## src/rtl/layer_serializer.sv

```systemverilog
// layer_serializer: parallel-in / serial-out word serializer, transmitting end
// of the inter-layer serial link. Captures X0..X9 in one cycle and emits them
// one word per accepted beat (Valid & Out_ready), X0 first.
//
// Ports:
//   CLK        clock, rising edge
//   reset      synchronous, active-high reset
//   Load       capture request, honoured only while Ready=1
//   X0..X9     signed parallel input words
//   Ready      idle, will accept Load
//   Outdato    current serial word (buffer word 0)
//   Valid      Outdato holds a valid word
//   Out_ready  downstream accepts the word this cycle
//   Index      position 0..9 of the word on Outdato
//   Last       high with Valid on the word at Index 9
//
// Build option: define LAYER_SERIALIZER_RELU_EN to zero negative words at
// capture (ReLU activation). Handshake and timing are unchanged.
module layer_serializer #(
   parameter int unsigned Width = 10
) (
   input  logic                    CLK,
   input  logic                    reset,
   input  logic                    Load,
   input  logic signed [Width-1:0] X0,
   input  logic signed [Width-1:0] X1,
   input  logic signed [Width-1:0] X2,
   input  logic signed [Width-1:0] X3,
   input  logic signed [Width-1:0] X4,
   input  logic signed [Width-1:0] X5,
   input  logic signed [Width-1:0] X6,
   input  logic signed [Width-1:0] X7,
   input  logic signed [Width-1:0] X8,
   input  logic signed [Width-1:0] X9,
   output logic                    Ready,
   output logic signed [Width-1:0] Outdato,
   output logic                    Valid,
   input  logic                    Out_ready,
   output logic [3:0]              Index,
   output logic                    Last
);

   localparam int Words = 10;

   typedef enum logic {StIdle, StShift} state_e;

   state_e                  r_state;
   state_e                  w_state_next;
   logic signed [Width-1:0] r_buf [Words];
   logic [3:0]              r_index;
   logic signed [Width-1:0] w_in  [Words];
   logic signed [Width-1:0] w_cap [Words];
   logic                    w_accept;
   logic                    w_last_beat;

   assign w_in[0] = X0;
   assign w_in[1] = X1;
   assign w_in[2] = X2;
   assign w_in[3] = X3;
   assign w_in[4] = X4;
   assign w_in[5] = X5;
   assign w_in[6] = X6;
   assign w_in[7] = X7;
   assign w_in[8] = X8;
   assign w_in[9] = X9;

   // Values written into the buffer on capture.
   always_comb begin
      for (int i = 0; i < Words; i++) begin
`ifdef LAYER_SERIALIZER_RELU_EN
         w_cap[i] = w_in[i][Width-1] ? '0 : w_in[i];
`else
         w_cap[i] = w_in[i];
`endif
      end
   end

   assign w_accept    = (r_state == StShift) && Out_ready;
   assign w_last_beat = (r_index == 4'd9);

   // State register
   always_ff @(posedge CLK) begin
      if (reset) begin
         r_state <= StIdle;
      end else begin
         r_state <= w_state_next;
      end
   end

   // Next-state logic
   always_comb begin
      w_state_next = r_state;
      unique case (r_state)
         StIdle:  if (Load) w_state_next = StShift;
         StShift: if (w_accept && w_last_beat) w_state_next = StIdle;
         default: w_state_next = StIdle;
      endcase
   end

   // Buffer and beat counter. Word 0 is always the word on Outdato, so the
   // buffer shifts down on every accepted beat and is zero whenever idle.
   always_ff @(posedge CLK) begin
      if (reset) begin
         for (int i = 0; i < Words; i++) r_buf[i] <= '0;
         r_index <= '0;
      end else if (r_state == StIdle) begin
         if (Load) begin
            r_buf   <= w_cap;
            r_index <= '0;
         end
      end else if (w_accept) begin
         if (w_last_beat) begin
            for (int i = 0; i < Words; i++) r_buf[i] <= '0;
            r_index <= '0;
         end else begin
            for (int i = 0; i < Words - 1; i++) r_buf[i] <= r_buf[i+1];
            r_buf[Words-1] <= '0;
            r_index        <= r_index + 4'd1;
         end
      end
   end

   // Outputs decode registered state only.
   always_comb begin
      Ready   = (r_state == StIdle);
      Valid   = (r_state == StShift);
      Outdato = r_buf[0];
      Index   = r_index;
      Last    = (r_state == StShift) && w_last_beat;
   end

endmodule

```

## config.mk

```make
export PLATFORM = sky130hd
export DESIGN_NAME = layer_serializer
export DESIGN_NICKNAME = d
export VERILOG_FILES = /design/src/rtl/layer_serializer.sv
export SDC_FILE = /design/constraint.sdc
export NUM_CORES = 1
export LEC_CHECK = 0
export ABC_AREA = 1
export CAP_MARGIN = 20
export CORE_UTILIZATION = 52
export DETAILED_ROUTE_END_ITERATION = 8
export GPL_ROUTABILITY_DRIVEN = 1
export PLACE_DENSITY_LB_ADDON = 0.1
export SLEW_MARGIN = 0
export SYNTH_ARGS = -nofsm -noshare
export SYNTH_HDL_FRONTEND = slang
export SYNTH_SLANG_ARGS = --single-unit
export TNS_END_PERCENT = 10
```

## constraint.sdc

```tcl
create_clock -name CLK -period 3.6 [get_ports CLK]
set_clock_uncertainty 0.2 [all_clocks]
set_input_delay 0.72 -clock CLK [delete_from_list [all_inputs] [get_ports CLK]]
set_output_delay 0.72 -clock CLK [all_outputs]
set_load 0.02 [all_outputs]
```

==> results of run 1 <==
==> per-layer routing <==
metal  part of all wire  GRT usage  vias up
met5                  0          0        -
met4              0.018     0.0871        0
met3              0.059     0.0490       22
met2               0.48      0.452      169
met1               0.45      0.367     2154
li1                   -          -     2264
==> stage by stage <==
stage / power [uW] / instance area, um2 / worst slack [ps] / std cells / hold WS, ps
2_1_floorplan: 1610 / 4610 / 1170 / 599 / 235
3_3_place_gp: 1770 / 5630 / 994 / 761 / 252
3_5_place_dp: 1780 / 5630 / 929 / 761 / 256
4_1_cts: 2470 / 5820 / 524 / 777 / 270
5_1_grt: 2580 / 5820 / 416 / 777 / 292
6_report: 2470 / 5820 / 539 / 777 / 270
==> registers in the layout, summed over array words and instances (netlist names) <==
| name | flops |
|---|---|
| Index | 4 |
| Outdato | 10 |
| r_buf | 90 |
| Valid | 1 |
==> logic make-up after synthesis <==
family,synth area share
xor gates and xnor gates,0.00190
and+or+nand+nor,0.129
adders and majority gates,0.00542
DFF,0.456
buffers and inverters,0.0963
AOI/OAI and AO/OA,0.312
==> critical path: cells and delay by family, from the launching register on <==
family	cells	cell delay, ps
fa+ha+maj	1	180
buf+inv	2	680
flops	1	470
simple gates	3	450
==> power by group through the flow <==
stage / Sequential [uW] / Combinational, uW / Clock, uW
2_1_floorplan: 1330 / 280 / 0
5_1_grt: 1330 / 492 / 758
3_5_place_dp: 1350 / 438 / 0
4_1_cts: 1320 / 441 / 714
6_report: 1320 / 442 / 708
3_3_place_gp: 1340 / 432 / 0
==> area by class of cell <==
cell class                      count  share of cell area
Multi-Input combinational cell    416               0.358
Tap cell                          105              0.0226
Inverter                            8             0.00516
Sequential cell                   105               0.362
Clock buffer                       12              0.0267
Timing Repair Buffer              127               0.220
Clock inverter                      4             0.00602
==> synth_stat cells, drive strengths merged <==
cell type  instances
xor2               1
inv                7
dfxtp            105
nand3             92
nor2               3
nand2             30
buf               50
clkbuf            20
o21ai            181
clkinv             1
a31oi              1
nand4              1
ha                 2
o21a               1
a21oi            104
==> path summary, 6_finish.rpt <==
check         endpoint  slack, ps
min           r_buf[0]        270
min reg2reg   r_buf[0]        270
max reg2reg  r_buf[18]       1190
max               Last        540
==> out/results.tsv, run 1 <==
stage	metric	value	unit
logic_synthesis	Seq cells post-synth	105	
power_and_ir_drop	Cell Pwr Density	425	nW/um2
worst_setup_path	Worst path max stage delay	610	ps
detailed_routing	Final ANT Viol Nets	0	
power_and_ir_drop	combinational fraction of design power	0.179	
timing	Tmin final	3060	ps
clock_network	post-cts repair resize count	0	
logic_synthesis	Mapped Nets	705	
global_route	largest net degree at the start of global routing	92	
global_route	number of global-route vias before repair	4211	
worst_setup_path	critical path type	reg2out	
global_route	Total Routing Usage GR	0.276	
finish	fillcell total	721	
die	Die ar.	9250	um2
die	DIE HEIGHT	96.2	um
finish	Reg area	2110	um2
finish	commonest non-fill, non-tap cells in the layout	120 x clkdlybuf4s50_1, 104 x dfxtp_1, 104 x a21oi_1, 92 x nand3_1, 91 x o21ai_0	
worst_setup_path	Worst R2R Start	Index[1]	
logic_synthesis	leading area contributor after synthesis	dfxtp_1	
clock_network	setup bufs post-CTS	0	
timing	RSZ-0062 raised after global routing	false	
worst_setup_path	Worst Setup SP	Index[0]	
detailed_routing	Vias/cell	5.93	
clock_network	cts hold-fix bufs	0	
finish	post-layout net count	773	
clock_network	clk slew on worst S/H paths	100	ps
finish	Util after Layout	0.694	
timing	Slew HR	0.380	
worst_setup_path	CP max-delay cell	clkdlybuf4s50_1	
power_and_ir_drop	Switching Share	0.281	
worst_setup_path	CP arrival	2140	ps
logic_synthesis	ranking of synthesized cells by area	dfxtp_1 46%, a21oi_1 11%, nand3_1 10%, o21ai_0 9.9%, o21ai_1 9.8%	
global_route	initial antenna violation count	0	
logic_synthesis	distinct cell type count after synthesis	20	
detailed_routing	Initial DRC Count	317	
global_route	global-route wire length before repair	20100	um
detailed_routing	DR WL/cell	15.8	um
finish	n_diodes	0	
worst_setup_path	crit path launch type	flop	
clock_network	clk buf depth	2	
power_and_ir_drop	leakage	0.00205	uW
finish	commonest non-fill, non-tap cell in the layout	clkdlybuf4s50_1	
worst_setup_path	Worst Path Required	2680	ps
finish	area delta synth->final	26.1	%
min_path	type of the worst min-delay path	reg2reg	
timing	Final Setup Violations	0	
power_and_ir_drop	clock share of power	0.287	
worst_setup_path	CP max FO	7	
flow_run	max_cap viols	0	
clock_network	total clock buffers created by CTS	9	
die	# rows	33	
placed_design	GPL Wtd Cong	0.785	
worst_setup_path	worst r2r path cells	8	
timing	Worst-Margin Slew	929	ps
power_and_ir_drop	Reg power frac	0.535	
timing	Final Hold Viols	0	
logic_synthesis	Syn Area/Cell	7.70	um2
timing	Max Fclk	327	MHz
worst_setup_path	Top cell by count, worst path	nor2_1	
placed_design	IO Port Bufs	120	
clock_network	CTS tree	done	
die	chip width	96.2	um
timing	final max-slew violation count	0	
power_and_ir_drop	Internal Pwr Total	1780	uW
placed_design	Final HPWL DP	7350	um
global_route	gr ovfl total	0	
status	status	complete, no violations	
logic_synthesis	Yosys warnings	0	
power_and_ir_drop	Worst VDD drop	265	uV
clock_network	clk_lat worst skew	370	ps
finish	layout cells sized above 1	0.0476	
finish	area occupied by multi-input gates	2080	um2
clock_network	root buf cell	clkbuf_8	
detailed_routing	DRC Markers	0	
die	io pins	121	
timing	Fin Setup TNS	0	ps
logic_synthesis	cell count after synthesis	599	
detailed_routing	Vias	4609	
clock_network	CTS Sinks	105	
worst_setup_path	CP Cell Sequence	ha_1 > nand2_1 > nor2_1 > inv_2 > nor2_1 > clkdlybuf4s50_1	
worst_setup_path	Worst setup EP type	primary output	
logic_synthesis	sequential area share after synthesis	0.456	
die	core area	8380	um2
die	Starting Density	0.550	
min_path	worst hold start	r_buf[0]	
clock_network	H-Tree Depth	3	
detailed_routing	DRT Pass-1 Iters	4	
min_path	WHS Path Cells	2	
timing	crit share post-route	0.850	
detailed_routing	drt total wl	12300	um
power_and_ir_drop	net switching power figure	696	uW
logic_synthesis	Yosys top cell area share	0.456	
logic_synthesis	synthesized area	4610	um2
Note: power is estimated with default switching activity, not from simulation.
==> run 2: changes to the inputs <==
Settings changed: CORE_UTILIZATION 52 to 49.
Clock period 3.6 ns to 3.16 ns, I/O delays scaled along.
==> out/results.tsv, run 2 (synthesized netlist as in run 1, its figures left out) <==
stage	metric	value	unit
clock_network	clk_lat worst skew	360	ps
placed_design	GPL Wtd Cong	0.804	
worst_setup_path	Worst Path Required	2330	ps
detailed_routing	Vias/cell	5.82	
placed_design	dpl ws	586	ps
worst_setup_path	Worst Path Buf+Inv	2	
finish	layout cells sized above 1	0.0448	
finish	Largest Register	r_buf	
clock_network	cts hold-fix bufs	0	
detailed_routing	DRC Markers	0	
finish	max reg flops	90	
global_route	Total Routing Usage GR	0.258	
power_and_ir_drop	Worst VDD drop	312	uV
clock_network	root buf cell	clkbuf_8	
clock_network	clk buf depth	2	
power_and_ir_drop	leakage	0.00204	uW
detailed_routing	DRT Pass-1 Iters	4	
global_route	global-route wire length before repair	20500	um
placed_design	IO Port Bufs	120	
detailed_routing	DR WL/cell	15.9	um
worst_setup_path	Worst path max stage delay	600	ps
placed_design	Final HPWL DP	7320	um
timing	Max Fclk	344	MHz
flow_run	max_cap viols	0	
global_route	number of global-route vias before repair	4357	
clock_network	setup bufs post-CTS	0	
global_route	gr ovfl total	0	
die	Starting Density	0.502	
power_and_ir_drop	Cell Pwr Density	482	nW/um2
die	chip width	99.0	um
worst_setup_path	CP arrival	2070	ps
detailed_routing	Vias	4536	
worst_setup_path	CP max FO	7	
min_path	type of the worst min-delay path	reg2reg	
finish	area delta synth->final	26.0	%
status	status	complete, no violations	
finish	n_diodes	0	
timing	fin worst setup slack	255	ps
clock_network	clk slew on worst S/H paths	80	ps
global_route	largest net degree at the start of global routing	92	
die	io pins	121	
worst_setup_path	critical path type	reg2out	
timing	Slew HR	0.360	
finish	fillcell total	848	
timing	Tmin final	2900	ps
detailed_routing	Final ANT Viol Nets	0	
die	core area	9200	um2
worst_setup_path	crit path launch type	flop	
clock_network	post-cts repair resize count	0	
worst_setup_path	CP max-delay cell	clkdlybuf4s50_1	
clock_network	total clock buffers created by CTS	9	
timing	final max-slew violation count	0	
detailed_routing	drt total wl	12400	um
clock_network	H-Tree Depth	3	
worst_setup_path	CP Cell Sequence	ha_1 > nand2_1 > nor2_1 > inv_2 > nor2_1 > clkdlybuf4s50_1	
worst_setup_path	Worst setup EP type	primary output	
die	DIE HEIGHT	99.0	um
global_route	initial antenna violation count	0	
die	Die ar.	9810	um2
clock_network	CTS Sinks	105	
worst_setup_path	Crit path max-delay family	buffers and inverters	
finish	commonest non-fill, non-tap cell in the layout	clkdlybuf4s50_1	
clock_network	CTS tree	done	
timing	Final Hold Viols	0	
timing	Fin Setup TNS	0	ps
timing	RSZ-0062 raised after global routing	false	
timing	Final Setup Violations	0	
detailed_routing	Initial DRC Count	323	
timing	crit share post-route	0.919	
finish	post-layout net count	772	
finish	commonest non-fill, non-tap cells in the layout	120 x clkdlybuf4s50_1, 104 x dfxtp_1, 104 x a21oi_1, 92 x nand3_1, 91 x o21ai_0	
worst_setup_path	Top cell by count, worst path	nor2_1	
die	# rows	35	
timing	Worst-Margin Slew	960	ps
[run 2: changes by cell type in the layout (fill, tap and decap cells not counted)]
cell,before,now
clkbuf_8,11,10
clkinvlp_4,0,2
clkbuf_16,0,1
clkbuf_1,1,0
clkinv_4,2,0
buf_4,5,4
inv_6,2,1
[run 2: tightest hold or removal path, cell delays in order (launching register included)]
cell and delay [ps]:
dfxtp_1 320, nand2_1 60, a21oi_1 50
[run 2: where the power goes]
group | leakage (uW) | switching [uW] | internal [uW] | total, uW
sequential | 0.000869 | 64.4 | 1440 | 1500
clock | 0.0000890 | 441 | 351 | 792
combinational | 0.00108 | 260 | 244 | 504
[run 2: metal layers]
metal  part of all wire  track usage  up-vias  wire [um]
met2               0.49        0.430      158       6110
met5                  0            0        -          0
met3              0.057       0.0397       16        710
met4              0.016       0.0907        0        195
li1                   -            -     2259          -
met1               0.44        0.338     2103       5410
[run 2: final cells by class]
| class | instances | area, um2 | share of cell area |
|---|---|---|---|
| multi-input combinational | 416 | 2080 | 0.358 |
| inverter | 8 | 30.0 | 0.00517 |
| clock inverter | 3 | 23.8 | 0.00409 |
| tap | 111 | 139 | 0.0239 |
| clock buffer | 11 | 163 | 0.0280 |
| sequential | 105 | 2110 | 0.362 |
| timing repair buffer | 126 | 1270 | 0.219 |
[run 2: stage by stage]
step                      total power, uW  cell area [um2]  hold WS [ps]  instances   util
final                                2800             5810           272        780  0.632
after global routing                 2940             5810           287        780  0.632
after CTS                            2810             5810           270        780  0.632
after detailed placement             2030             5630           259        766  0.612
after global placement               2020             5630           250        766  0.612
after floorplan                      1840             4610           235        599      -
[run 2: final timing paths]
| check | cells after the start | slack, ps | startpoint | to |
|---|---|---|---|---|
| setup / recovery | 6 | 260 | Index[0] | Last |
| hold / removal | 2 | 270 | r_buf[4] | r_buf[4] |
| setup reg to reg | 8 | 820 | Index[1] | Outdato[0] |
| hold reg to reg | 2 | 270 | r_buf[4] | r_buf[4] |
